<file path="src/rtl/contour_window_filter_if.sv">
// Stream interface of the 3x3 contour/morphology filter: pixel input handshake,
// frame mode select and the unthrottled binary pixel output.
interface contour_window_filter_if #(
    parameter int PIX_W = 8
);
    logic [1:0]       mode;
    logic             in_valid;
    logic             in_ready;
    logic             in_sof;
    logic [PIX_W-1:0] in_pix;
    logic             out_valid;
    logic             out_sof;
    logic [PIX_W-1:0] out_pix;
    logic             frame_done;

    modport master (
        output mode, in_valid, in_sof, in_pix,
        input  in_ready, out_valid, out_sof, out_pix, frame_done
    );

    modport slave (
        input  mode, in_valid, in_sof, in_pix,
        output in_ready, out_valid, out_sof, out_pix, frame_done
    );
endinterface

</file>
<file path="src/rtl/contour_window_filter.sv">
// Streaming 3x3 binary morphology/contour filter: binarises pixels, forms a zero-padded
// 3x3 window from a 2-line bit history and emits one black/white pixel per input pixel.
module contour_window_filter #(
    parameter int PIX_W      = 8,
    parameter int LINE_W     = 640,
    parameter int FRAME_H    = 480,
    parameter int BIN_THRESH = 0,
    parameter int MIN_COUNT  = 5
) (
    input logic                    VGA_CLK,
    input logic                    RST,
    contour_window_filter_if.slave bus
);
    localparam int COL_W  = $clog2(LINE_W);
    localparam int ROW_W  = $clog2(FRAME_H);
    localparam int FILL_W = $clog2(LINE_W + 2);
    localparam int SR_W   = 2 * LINE_W + 3;

    typedef enum logic [1:0] {S_IDLE, S_RUN, S_FLUSH} state_t;
    typedef enum logic [1:0] {M_CONTOUR, M_BOUNDARY, M_DILATE, M_ERODE} mode_t;

    state_t            state_q, state_d;
    mode_t             mode_q, mode_d;
    logic [SR_W-1:0]   sr_q, sr_d;
    logic [ROW_W-1:0]  wr_row_q, wr_row_d, ctr_row_q, ctr_row_d;
    logic [COL_W-1:0]  wr_col_q, wr_col_d, ctr_col_q, ctr_col_d;
    logic [FILL_W-1:0] fill_q, fill_d, flush_q, flush_d;
    logic              out_valid_q, out_valid_d, out_sof_q, out_sof_d;
    logic [PIX_W-1:0]  out_pix_q, out_pix_d;
    logic              done_pend_q, done_pend_d, frame_done_q, frame_done_d;

    logic              in_ready, accept, start, beat, new_bit, emit, last_pix, last_flush;
    logic [2:0][2:0]   win;
    logic [3:0]        set_count;
    logic [3:0]        n4;
    logic              decision;

    always_comb begin
        state_d      = state_q;
        mode_d       = mode_q;
        sr_d         = sr_q;
        wr_row_d     = wr_row_q;
        wr_col_d     = wr_col_q;
        ctr_row_d    = ctr_row_q;
        ctr_col_d    = ctr_col_q;
        fill_d       = fill_q;
        flush_d      = flush_q;
        out_valid_d  = 1'b0;
        out_sof_d    = 1'b0;
        out_pix_d    = '0;
        done_pend_d  = 1'b0;
        frame_done_d = done_pend_q;

        in_ready   = (state_q != S_FLUSH);
        accept     = bus.in_valid & in_ready;
        start      = accept & bus.in_sof;
        beat       = start | (accept & (state_q == S_RUN)) | (state_q == S_FLUSH);
        new_bit    = (state_q != S_FLUSH) && (bus.in_pix > PIX_W'(BIN_THRESH));
        emit       = beat & ~start & (fill_q == FILL_W'(LINE_W + 1));
        last_pix   = (wr_row_q == ROW_W'(FRAME_H - 1)) && (wr_col_q == COL_W'(LINE_W - 1));
        last_flush = (state_q == S_FLUSH) && (flush_q == FILL_W'(LINE_W));

        // sr_d[0] is the newest beat; the centre sits LINE_W+1 beats behind it
        if (beat) begin
            sr_d = {sr_q[SR_W-2:0], new_bit};
        end
        win[0] = {sr_d[2*LINE_W],   sr_d[2*LINE_W+1], sr_d[2*LINE_W+2]};
        win[1] = {sr_d[LINE_W],     sr_d[LINE_W+1],   sr_d[LINE_W+2]};
        win[2] = {sr_d[0],          sr_d[1],          sr_d[2]};
        if (ctr_row_q == '0) begin
            win[0] = '0;
        end
        if (ctr_row_q == ROW_W'(FRAME_H - 1)) begin
            win[2] = '0;
        end
        if (ctr_col_q == '0) begin
            win[0][0] = 1'b0;
            win[1][0] = 1'b0;
            win[2][0] = 1'b0;
        end
        if (ctr_col_q == COL_W'(LINE_W - 1)) begin
            win[0][2] = 1'b0;
            win[1][2] = 1'b0;
            win[2][2] = 1'b0;
        end

        set_count = 4'($countones(win));
        n4        = {win[0][1], win[2][1], win[1][0], win[1][2]};
        case (mode_q)
            M_CONTOUR:  decision = win[1][1] && (set_count >= 4'(MIN_COUNT)) && (|n4);
            M_BOUNDARY: decision = win[1][1] && !(&n4);
            M_DILATE:   decision = |win;
            M_ERODE:    decision = &win;
            default:    decision = 1'b0;
        endcase

        if (start) begin
            state_d   = S_RUN;
            mode_d    = mode_t'(bus.mode);
            wr_row_d  = '0;
            wr_col_d  = COL_W'(1);
            ctr_row_d = '0;
            ctr_col_d = '0;
            fill_d    = FILL_W'(1);
        end else if (beat) begin
            if (fill_q != FILL_W'(LINE_W + 1)) begin
                fill_d = fill_q + FILL_W'(1);
            end
            if (state_q == S_RUN) begin
                if (last_pix) begin
                    state_d = S_FLUSH;
                    flush_d = '0;
                end else if (wr_col_q == COL_W'(LINE_W - 1)) begin
                    wr_col_d = '0;
                    wr_row_d = wr_row_q + ROW_W'(1);
                end else begin
                    wr_col_d = wr_col_q + COL_W'(1);
                end
            end else begin
                flush_d = flush_q + FILL_W'(1);
                if (last_flush) begin
                    state_d     = S_IDLE;
                    done_pend_d = 1'b1;
                end
            end
        end

        // frame_done trails the final output by one cycle, hence the pending stage
        if (emit) begin
            out_valid_d = 1'b1;
            out_sof_d   = (ctr_row_q == '0) && (ctr_col_q == '0);
            out_pix_d   = {PIX_W{decision}};
            if (ctr_col_q == COL_W'(LINE_W - 1)) begin
                ctr_col_d = '0;
                ctr_row_d = (ctr_row_q == ROW_W'(FRAME_H - 1)) ? '0 : ctr_row_q + ROW_W'(1);
            end else begin
                ctr_col_d = ctr_col_q + COL_W'(1);
            end
        end
    end

    always_ff @(posedge VGA_CLK or posedge RST) begin
        if (RST) begin
            state_q      <= S_IDLE;
            mode_q       <= M_CONTOUR;
            sr_q         <= '0;
            wr_row_q     <= '0;
            wr_col_q     <= '0;
            ctr_row_q    <= '0;
            ctr_col_q    <= '0;
            fill_q       <= '0;
            flush_q      <= '0;
            out_valid_q  <= 1'b0;
            out_sof_q    <= 1'b0;
            out_pix_q    <= '0;
            done_pend_q  <= 1'b0;
            frame_done_q <= 1'b0;
        end else begin
            state_q      <= state_d;
            mode_q       <= mode_d;
            sr_q         <= sr_d;
            wr_row_q     <= wr_row_d;
            wr_col_q     <= wr_col_d;
            ctr_row_q    <= ctr_row_d;
            ctr_col_q    <= ctr_col_d;
            fill_q       <= fill_d;
            flush_q      <= flush_d;
            out_valid_q  <= out_valid_d;
            out_sof_q    <= out_sof_d;
            out_pix_q    <= out_pix_d;
            done_pend_q  <= done_pend_d;
            frame_done_q <= frame_done_d;
        end
    end

    assign bus.in_ready   = in_ready;
    assign bus.out_valid  = out_valid_q;
    assign bus.out_sof    = out_sof_q;
    assign bus.out_pix    = out_pix_q;
    assign bus.frame_done = frame_done_q;
endmodule

</file>
<file path="src/flat_wrapper.sv">
// flat-port wrapper written by rule: the top's interface ports become plain ports
module contour_window_filter_flat 
#(
    parameter int PIX_W      = 8,
    parameter int LINE_W     = 640,
    parameter int FRAME_H    = 480,
    parameter int BIN_THRESH = 0,
    parameter int MIN_COUNT  = 5
)
  (VGA_CLK, RST, bus_mode, bus_in_valid, bus_in_sof, bus_in_pix, bus_in_ready, bus_out_valid, bus_out_sof, bus_out_pix, bus_frame_done);
  contour_window_filter_if #(.PIX_W(PIX_W)) bus_i ();
  input logic VGA_CLK;
  input logic RST;
  input wire logic [$bits(bus_i.mode)-1:0] bus_mode;
  input wire logic [$bits(bus_i.in_valid)-1:0] bus_in_valid;
  input wire logic [$bits(bus_i.in_sof)-1:0] bus_in_sof;
  input wire logic [$bits(bus_i.in_pix)-1:0] bus_in_pix;
  output wire logic [$bits(bus_i.in_ready)-1:0] bus_in_ready;
  output wire logic [$bits(bus_i.out_valid)-1:0] bus_out_valid;
  output wire logic [$bits(bus_i.out_sof)-1:0] bus_out_sof;
  output wire logic [$bits(bus_i.out_pix)-1:0] bus_out_pix;
  output wire logic [$bits(bus_i.frame_done)-1:0] bus_frame_done;
  assign bus_i.mode = bus_mode;
  assign bus_i.in_valid = bus_in_valid;
  assign bus_i.in_sof = bus_in_sof;
  assign bus_i.in_pix = bus_in_pix;
  assign bus_in_ready = bus_i.in_ready;
  assign bus_out_valid = bus_i.out_valid;
  assign bus_out_sof = bus_i.out_sof;
  assign bus_out_pix = bus_i.out_pix;
  assign bus_frame_done = bus_i.frame_done;
  contour_window_filter #(.PIX_W(PIX_W), .LINE_W(LINE_W), .FRAME_H(FRAME_H), .BIN_THRESH(BIN_THRESH), .MIN_COUNT(MIN_COUNT)) u_core (.VGA_CLK(VGA_CLK), .RST(RST), .bus(bus_i));
endmodule
</file>
<file path="config.mk">
export PLATFORM = sky130hd
export DESIGN_NAME = contour_window_filter_flat
export DESIGN_NICKNAME = d
export VERILOG_FILES = /design/src/rtl/contour_window_filter_if.sv /design/src/rtl/contour_window_filter.sv /design/src/flat_wrapper.sv
export SDC_FILE = /design/constraint.sdc
export NUM_CORES = 2
export LEC_CHECK = 0
export CORE_MARGIN = 2
export CORE_UTILIZATION = 55
export DETAILED_ROUTE_END_ITERATION = 7
export PLACE_DENSITY = 0.71
export SLEW_MARGIN = 20
export SYNTH_ARGS = -nofsm -noshare
export SYNTH_HDL_FRONTEND = slang
export SYNTH_SLANG_ARGS = --single-unit
export TNS_END_PERCENT = 10
</file>
<file path="constraint.sdc">
create_clock -name VGA_CLK -period 105.6 [get_ports VGA_CLK]
set_clock_uncertainty 0.15 [all_clocks]
set_input_delay 15.84 -clock VGA_CLK [delete_from_list [all_inputs] [get_ports VGA_CLK]]
set_output_delay 15.84 -clock VGA_CLK [all_outputs]
set_load 0.05 [all_outputs]
</file>
* Yosys cells after proc, flatten, opt, wreduce, memory -nomap -nowiden
Index checks and enable logic that the tools add are counted.
** Storage, ports and cells
- Register bits :: 1357
- Latch bits :: 0
- Memory bits (writable) :: 0
- Memory bits (read-only) :: 0
- Input bits :: 14
- Output and inout port bits :: 12
- Logic and storage cells :: 125
- Memories kept :: 0
** Cells by class
- Add/sub/neg operators :: 14
- $mul :: 0
- Div/mod/pow operators :: 0
- $lt $le $gt $ge :: 2
- Equal/unequal tests :: 16
- Shift operators :: 0
- Mux-type cells :: 44
- Bitwise gates (word level) :: 8
- Reduce and logical (&&, ||, !) cells :: 26
** Operators by type and width (count)
- 2-to-1 mux 1283 bit :: 1
- 2-to-1 mux 10 bit :: 13
- 2-to-1 mux 9 bit :: 9
- adder 10 x 1 -> 10 bit (second input constant) :: 4
- == test 10 bit (second input constant) :: 4
- adder 9 x 1 -> 9 bit (second input constant) :: 2
- == test 9 bit (second input constant) :: 2
- adder 4 bit :: 3
- 2-to-1 mux 1 bit :: 12
- zero test 10 bit :: 1
- 2-to-1 mux 2 bit :: 5
- != test 10 bit (second input constant) :: 1
- nonzero test 2 bit :: 5
- zero test 9 bit :: 1
- AND reduction 3 bit :: 3
- AND reduction 9 bit :: 1
- OR reduction 9 bit :: 1
- adder 1 x 1 -> 2 bit :: 4
- greater-than comparator 8 x 1 -> 1 bit (second input constant) :: 1
- 2-to-1 mux 8 bit :: 1
- AND reduction 4 bit :: 2
- logical AND 1 bit :: 7
- == test 2 bit (second input constant) :: 3
- 2-to-1 mux 3 bit :: 2
- 15 further kinds :: 22

* Logic depth before layout (Yosys ltp)
- Word-level depth :: 17
- Gate-level depth with buffers :: 17
- Depth with buffers taken out :: 17

* Least setup slack after synthesis
Ideal clock, no wire load.
- Path kind :: input to register
- Start point :: input bus_in_valid
- End point :: register u_core.out_pix_q[6] (netlist: u_core.bus.out_pix[6])
- Library setup time :: 139 ps
- Arrival time :: 19622 ps
- Required time :: 105311 ps
- Setup slack :: 85689 ps
- Cell stages on the path :: 16
- Path buffers :: 1
- Cell sequence :: and2_1 > clkbuf_1 > nor3_2 > mux2_2 > and3_1 > ha_1 > fa_1 > inv_1 > fa_1 > inv_1 > ha_1 > fa_1 > a2111oi_0 > a41oi_1 > o41ai_1 > a221oi_1
** Between the ends
- Cells in the longest elaborated chain, start to end :: 16
- Elaborated cells on any way between the ends :: 36
- Classes of those cells :: add/sub (8); order compare (1); mux (11); bitwise (8); reduce/logical (8)
** RTL lines
- from (decl) :: RTL line flat_wrapper.sv:15 : input wire logic [$bits(bus_i.in_valid)-1:0] bus_in_valid;
- bitwise AND 1 bit * :: RTL line contour_window_filter.sv:55 : accept = bus.in_valid & in_ready;
- bitwise AND 1 bit, on equally long branches :: RTL line contour_window_filter.sv:56, contour_window_filter.sv:57
- OR 1 bit * (2 in series) :: RTL line contour_window_filter.sv:57 : beat = start | (accept & (state_q == S_RUN)) | (state_q == S_FLUSH);
- 2-to-1 mux 1283 bit * :: RTL line contour_window_filter.sv:64 : if (beat) begin
- via u_core.sr_d[1282] :: RTL line contour_window_filter.sv:24 : logic [SR_W-1:0] sr_q, sr_d;
- 2-to-1 mux 3 bit * :: RTL line contour_window_filter.sv:70 : if (ctr_row_q == '0) begin
- 2-to-1 mux 1 bit * :: RTL line contour_window_filter.sv:76 : if (ctr_col_q == '0) begin
- adder 1 x 1 -> 2 bit (not written as such) :: RTL line contour_window_filter.sv:87 : set_count = 4'($countones(win));
- adder 4 bit (not written as such) (2 in series) :: RTL line contour_window_filter.sv:87
- adder 4 x 1 -> 4 bit (not written as such) :: RTL line contour_window_filter.sv:87
- greater-or-equal comparator 4 x 3 -> 1 bit :: RTL line contour_window_filter.sv:90 : M_CONTOUR: decision = win[1][1] && (set_count >= 4'(MIN_COUNT)) && (|n4);
- logical AND 1 bit (2 in series) :: RTL line contour_window_filter.sv:90
- one-hot mux 1 bit (4 select lines) * :: RTL line contour_window_filter.sv:89 : case (mode_q)
- 2-to-1 mux 8 bit * :: RTL line contour_window_filter.sv:129 : if (emit) begin
- to (signal assigned) :: RTL line contour_window_filter.sv:170 : out_pix_q <= out_pix_d;
- to (decl) :: RTL line contour_window_filter.sv:29 : logic [PIX_W-1:0] out_pix_q, out_pix_d;
The timed path passes the listed nets; every way through them passes the cells marked *.
A chain may end at the register's enable or synchronous reset.

* Worst setup path in the final report
- Start point :: input bus_in_valid
- End point :: register u_core.sr_q[970]
** Between the ends
- Cells in the longest elaborated chain, start to end :: 4
- Elaborated cells on any way between the ends :: 5
- Classes of those cells :: bitwise (5)
** RTL lines
- bitwise AND 1 bit * :: RTL line contour_window_filter.sv:55
- bitwise AND 1 bit, on equally long branches :: RTL line contour_window_filter.sv:56, contour_window_filter.sv:57
- OR 1 bit * (2 in series) :: RTL line contour_window_filter.sv:57
- to (signal assigned) :: RTL line contour_window_filter.sv:161 : sr_q <= sr_d;
- to (decl) :: RTL line contour_window_filter.sv:24
Mark *: on every way between the ends. The rest lies on a longest branch, timed or not.

==> impl_metrics.py <==
metrics = {
    "status": {
        "status": "complete, no violations",
    },
    "placement": {
        "io_buffers": 25,
        "postPlaceCellArea_um2": 52800,
        "dp.cells": 6901,
        "hpwl_um": 44600,
        "place_congestion": 0.802,
        "pre_cts_ws_ns": 83.47,
    },
    "worst_setup_path": {
        "path_common_cell": "buf_4",
        "cp_slowest_stage_delay_ns": 0.89,
        "startpoint": "bus_in_valid",
        "setup.worst_path.end": "u_core.sr_q[970]",
        "crit_cells": 10,
        "slowest_stage": "buf_4",
        "critical_path_buf_inv_count": 6,
        "crit_fanout": 117,
        "rr_endpoint": "u_core.sr_q[970]",
        "r2r_slack_ns": 99.53,
        "crit_family": "buffers and inverters",
        "crit_chain": "clkdlybuf4s50_1 -> and3b_1 -> nor3_4 -> buf_4 -> buf_4 -> buf_4 -> buf_4 -> buf_6 -> nand2_1 -> nand2_1",
        "rr_worst_depth": 9,
        "r2r-start": "u_core.state_q[0]",
        "worst-setup-path-type": "primary input to flip-flop",
        "critical_path_required_ns": 106.11,
        "start_kind": "primary input",
        "critical_path_arrival_ns": 21.64,
        "cp-end-kind": "flip-flop",
    },
    "cts": {
        "post_cts_buffers": 0,
        "cts_resized": 0,
        "hold_buffers": 0,
        "root_buffer": "clkbuf_16",
        "cts_buffers": 138,
        "htree_levels": 4,
        "clock-sinks": 1350,
        "cts_tree": "built",
        "clkSlewWorstSetupHoldPaths_ns": 0.06,
        "clockBufferDepth": 3,
        "clkLatencyLatePin_ns": 0.73,
    },
    "yosys": {
        "ys_ff_latch": 1350,
        "post_synth.cell_area_avg_um2": 8.82,
        "syn-num-nets": 5920,
        "yosysTopAreaCell": "dfrtp_1",
        "synth_compound_area_frac": 0.0130,
        "yosys.area.top_type_share": 0.650,
        "yosys-top-cells-area": "dfrtp_1 (65%), nand2_1 (28%), clkbuf_1 (1.6%)",
        "synth_mux_area_frac": 0.00140,
        "synth.cell_area_um2": 51900,
        "syn_inst": 5886,
        "synth_fa_ha_area_frac": 0.00554,
        "synthDistinctLibCells": 62,
        "synthArstFlopShare": 1.00,
        "yosys.area_share.simple": 0.300,
        "synth_edf_count": 0,
        "synth-main-ff-cell": "dfrtp_1",
        "ys_seq_area_frac": 0.650,
        "ys_warn_count": 0,
        "synth_top_family_by_area": "simple AND/OR/NAND/NOR gates",
        "yosys.area_share.xor_xnor": 0.00304,
    },
    "min_path": {
        "worstHoldStart": "u_core.done_pend_q",
        "hp-class": "flip-flop to flip-flop",
    },
    "final_layout": {
        "fill_cells": 7735,
        "instances_no_fill": 7151,
        "fin_nets": 5822,
        "area_growth_pct": 10.6,
        "fin_area_um2": 57400,
        "diodes": 0,
        "drive_gt1_frac": 0.0478,
    },
    "global_routing": {
        "grt_max_degree": 128,
        "grt-ovfl-total": 0,
        "grt_pass1_vias": 34571,
        "antenna_found_initial": 0,
        "grt_pass1_wl_um": 154000,
        "grt_usage": 0.181,
    },
    "drt": {
        "top_layer": "met4",
        "drc": 0,
        "wire_per_inst_um": 11.7,
        "drt-total-wl_um": 83700,
        "antenna_left": 0,
        "vias": 35012,
        "drtIter0Drc": 3022,
        "wl_met2_um": 38300,
        "via_per_inst": 4.90,
        "dr.pass1.iters": 7,
        "drt-met1-wl_um": 41400,
        "wl_met3_um": 2520,
    },
    "timing": {
        "rsz0062_at_grt": "false",
        "fin_crit_sh": 0.200,
        "slew_violations": 0,
        "setup_viol": 0,
        "min_period_ns": 21.13,
        "slew_headroom": 0.303,
        "hold_viol": 0,
        "hold_slack_ns": 0.205,
        "worst_pin_slew_ns": 1.04,
        "timing.fmax_ghz": 0.0473,
        "setup_ws_ns": 84.47,
        "tns_ns": 0,
    },
    "die": {
        "start_util": 0.556,
        "die_h_um": 311,
        "num_rows": 112,
        "die_w_um": 311,
        "die_area_um2": 96900,
        "core_area_um2": 93500,
        "io_pins": 26,
    },
    "power_and_ir_drop": {
        "leakagePower_nw": 32.9,
        "peakVddDrop_mv": 0.0138,
        "p_per_area_nw_per_um2": 18.3,
    },
    "run": {
        "cap_viol_max_count": 0,
    },
}
[routing by layer]
metal | GRT usage | vias to the layer above
met3 | 0.0311 | 120
met4 | 0.0541 | 0
met1 | 0.249 | 16840
met5 | 0 | -
li1 | - | 17690
met2 | 0.297 | 362
[sequential cells by signal, indices dropped and copies added, names as in the netlist, 2 cells and up]
name,flops
u_core.state_q,2
u_core.ctr_row_q,9
u_core.sr_q,1283
u_core.fill_q,10
u_core.mode_q,2
u_core.ctr_col_q,10
u_core.flush_q,10
u_core.wr_col_q,10
u_core.wr_row_q,9
[logic make-up (layout without fill, tap and decap cells)]
kind of cell               count (synthesis)  after routing
buffers and inverters                    343            354
xor gates and xnor gates                  18             18
DFF                                     1350           1350
muxes                                      7              7
and+or+nand+nor                         4041           4041
adders and majority gates                 20             20
AOI/OAI and AO/OA                        107            107
[final cells by class]
type | instances | area (um2) | share of cell area
flip-flops and latches | 1350 | 33800 | 0.588
multi-input cells | 4193 | 16800 | 0.292
clock buffers | 195 | 3940 | 0.0686
well taps | 1254 | 1570 | 0.0273
repair buffers | 70 | 634 | 0.0110
clock inverters | 54 | 607 | 0.0106
inverters | 35 | 139 | 0.00242
[how the worst min path moves through the flow]
stage | to | slack [ns] | cells past startpoint
floorplan | u_core.bus.frame_done | 0.18 | 0
global placement | u_core.bus.frame_done | 0.18 | 0
detailed placement | u_core.bus.frame_done | 0.19 | 0
CTS | u_core.bus.frame_done | 0.20 | 0
global route | u_core.bus.frame_done | 0.22 | 0
finish | u_core.bus.frame_done | 0.20 | 0
[through the flow]
| stage | power, mW | util |
|---|---|---|
| final | 1.05 | 0.615 |
| after global routing | 1.10 | 0.615 |
| after CTS | 1.07 | 0.614 |
| after detailed placement | 0.582 | 0.565 |
| after global placement | 0.581 | 0.565 |
| after floorplan | 0.573 | - |
[cell usage after synthesis (3+ instances only)]
| cell | n |
|---|---|
| nor4_1 | 4 |
| mux2i_1 | 5 |
| buf_4 | 10 |
| and3_1 | 17 |
| nand4b_1 | 7 |
| nor4bb_1 | 3 |
| o21ai_0 | 58 |
| nor3_1 | 8 |
| clkbuf_1 | 218 |
| nor3b_1 | 6 |
| or4_1 | 5 |
| and4_1 | 3 |
| ha_1 | 15 |
| inv_1 | 34 |
| nor2_1 | 44 |
| fa_1 | 5 |
| dfrtp_1 | 1350 |
| nand3_1 | 22 |
| or2_2 | 3 |
| nand3b_1 | 5 |
| nor4b_1 | 3 |
| or3_1 | 5 |
| xor2_1 | 16 |
| and2_1 | 7 |
| nand4_1 | 16 |
| buf_1 | 25 |
| o31ai_1 | 13 |
| buf_2 | 55 |
| nand2_1 | 3869 |
| a21oi_1 | 11 |
[placed cells by master, fill, tap and decap left out, types with 13 or more instances in the layout]
cell type | Yosys | layout
nor2_1 | 44 | 44
nand2_1 | 3869 | 3869
clkbuf_8 | 0 | 25
ha_1 | 15 | 15
nand4_1 | 16 | 16
clkdlybuf4s50_1 | 0 | 25
nand3_1 | 22 | 21
clkbuf_16 | 0 | 139
o31ai_1 | 13 | 13
dfrtp_1 | 1350 | 1350
xor2_1 | 16 | 16
clkbuf_1 | 218 | 31
inv_1 | 34 | 33
and3_1 | 17 | 17
buf_4 | 10 | 37
clkinv_2 | 0 | 27
o21ai_0 | 58 | 57
[power by group]
group	internal [mW]	switching (mW)	total, mW
Sequential	0.525	0.00488	0.530
Clock	0.282	0.199	0.481
Combinational	0.00720	0.0348	0.0420
Total	0.814	0.239	1.05
(Power assumes the default switching activity.)
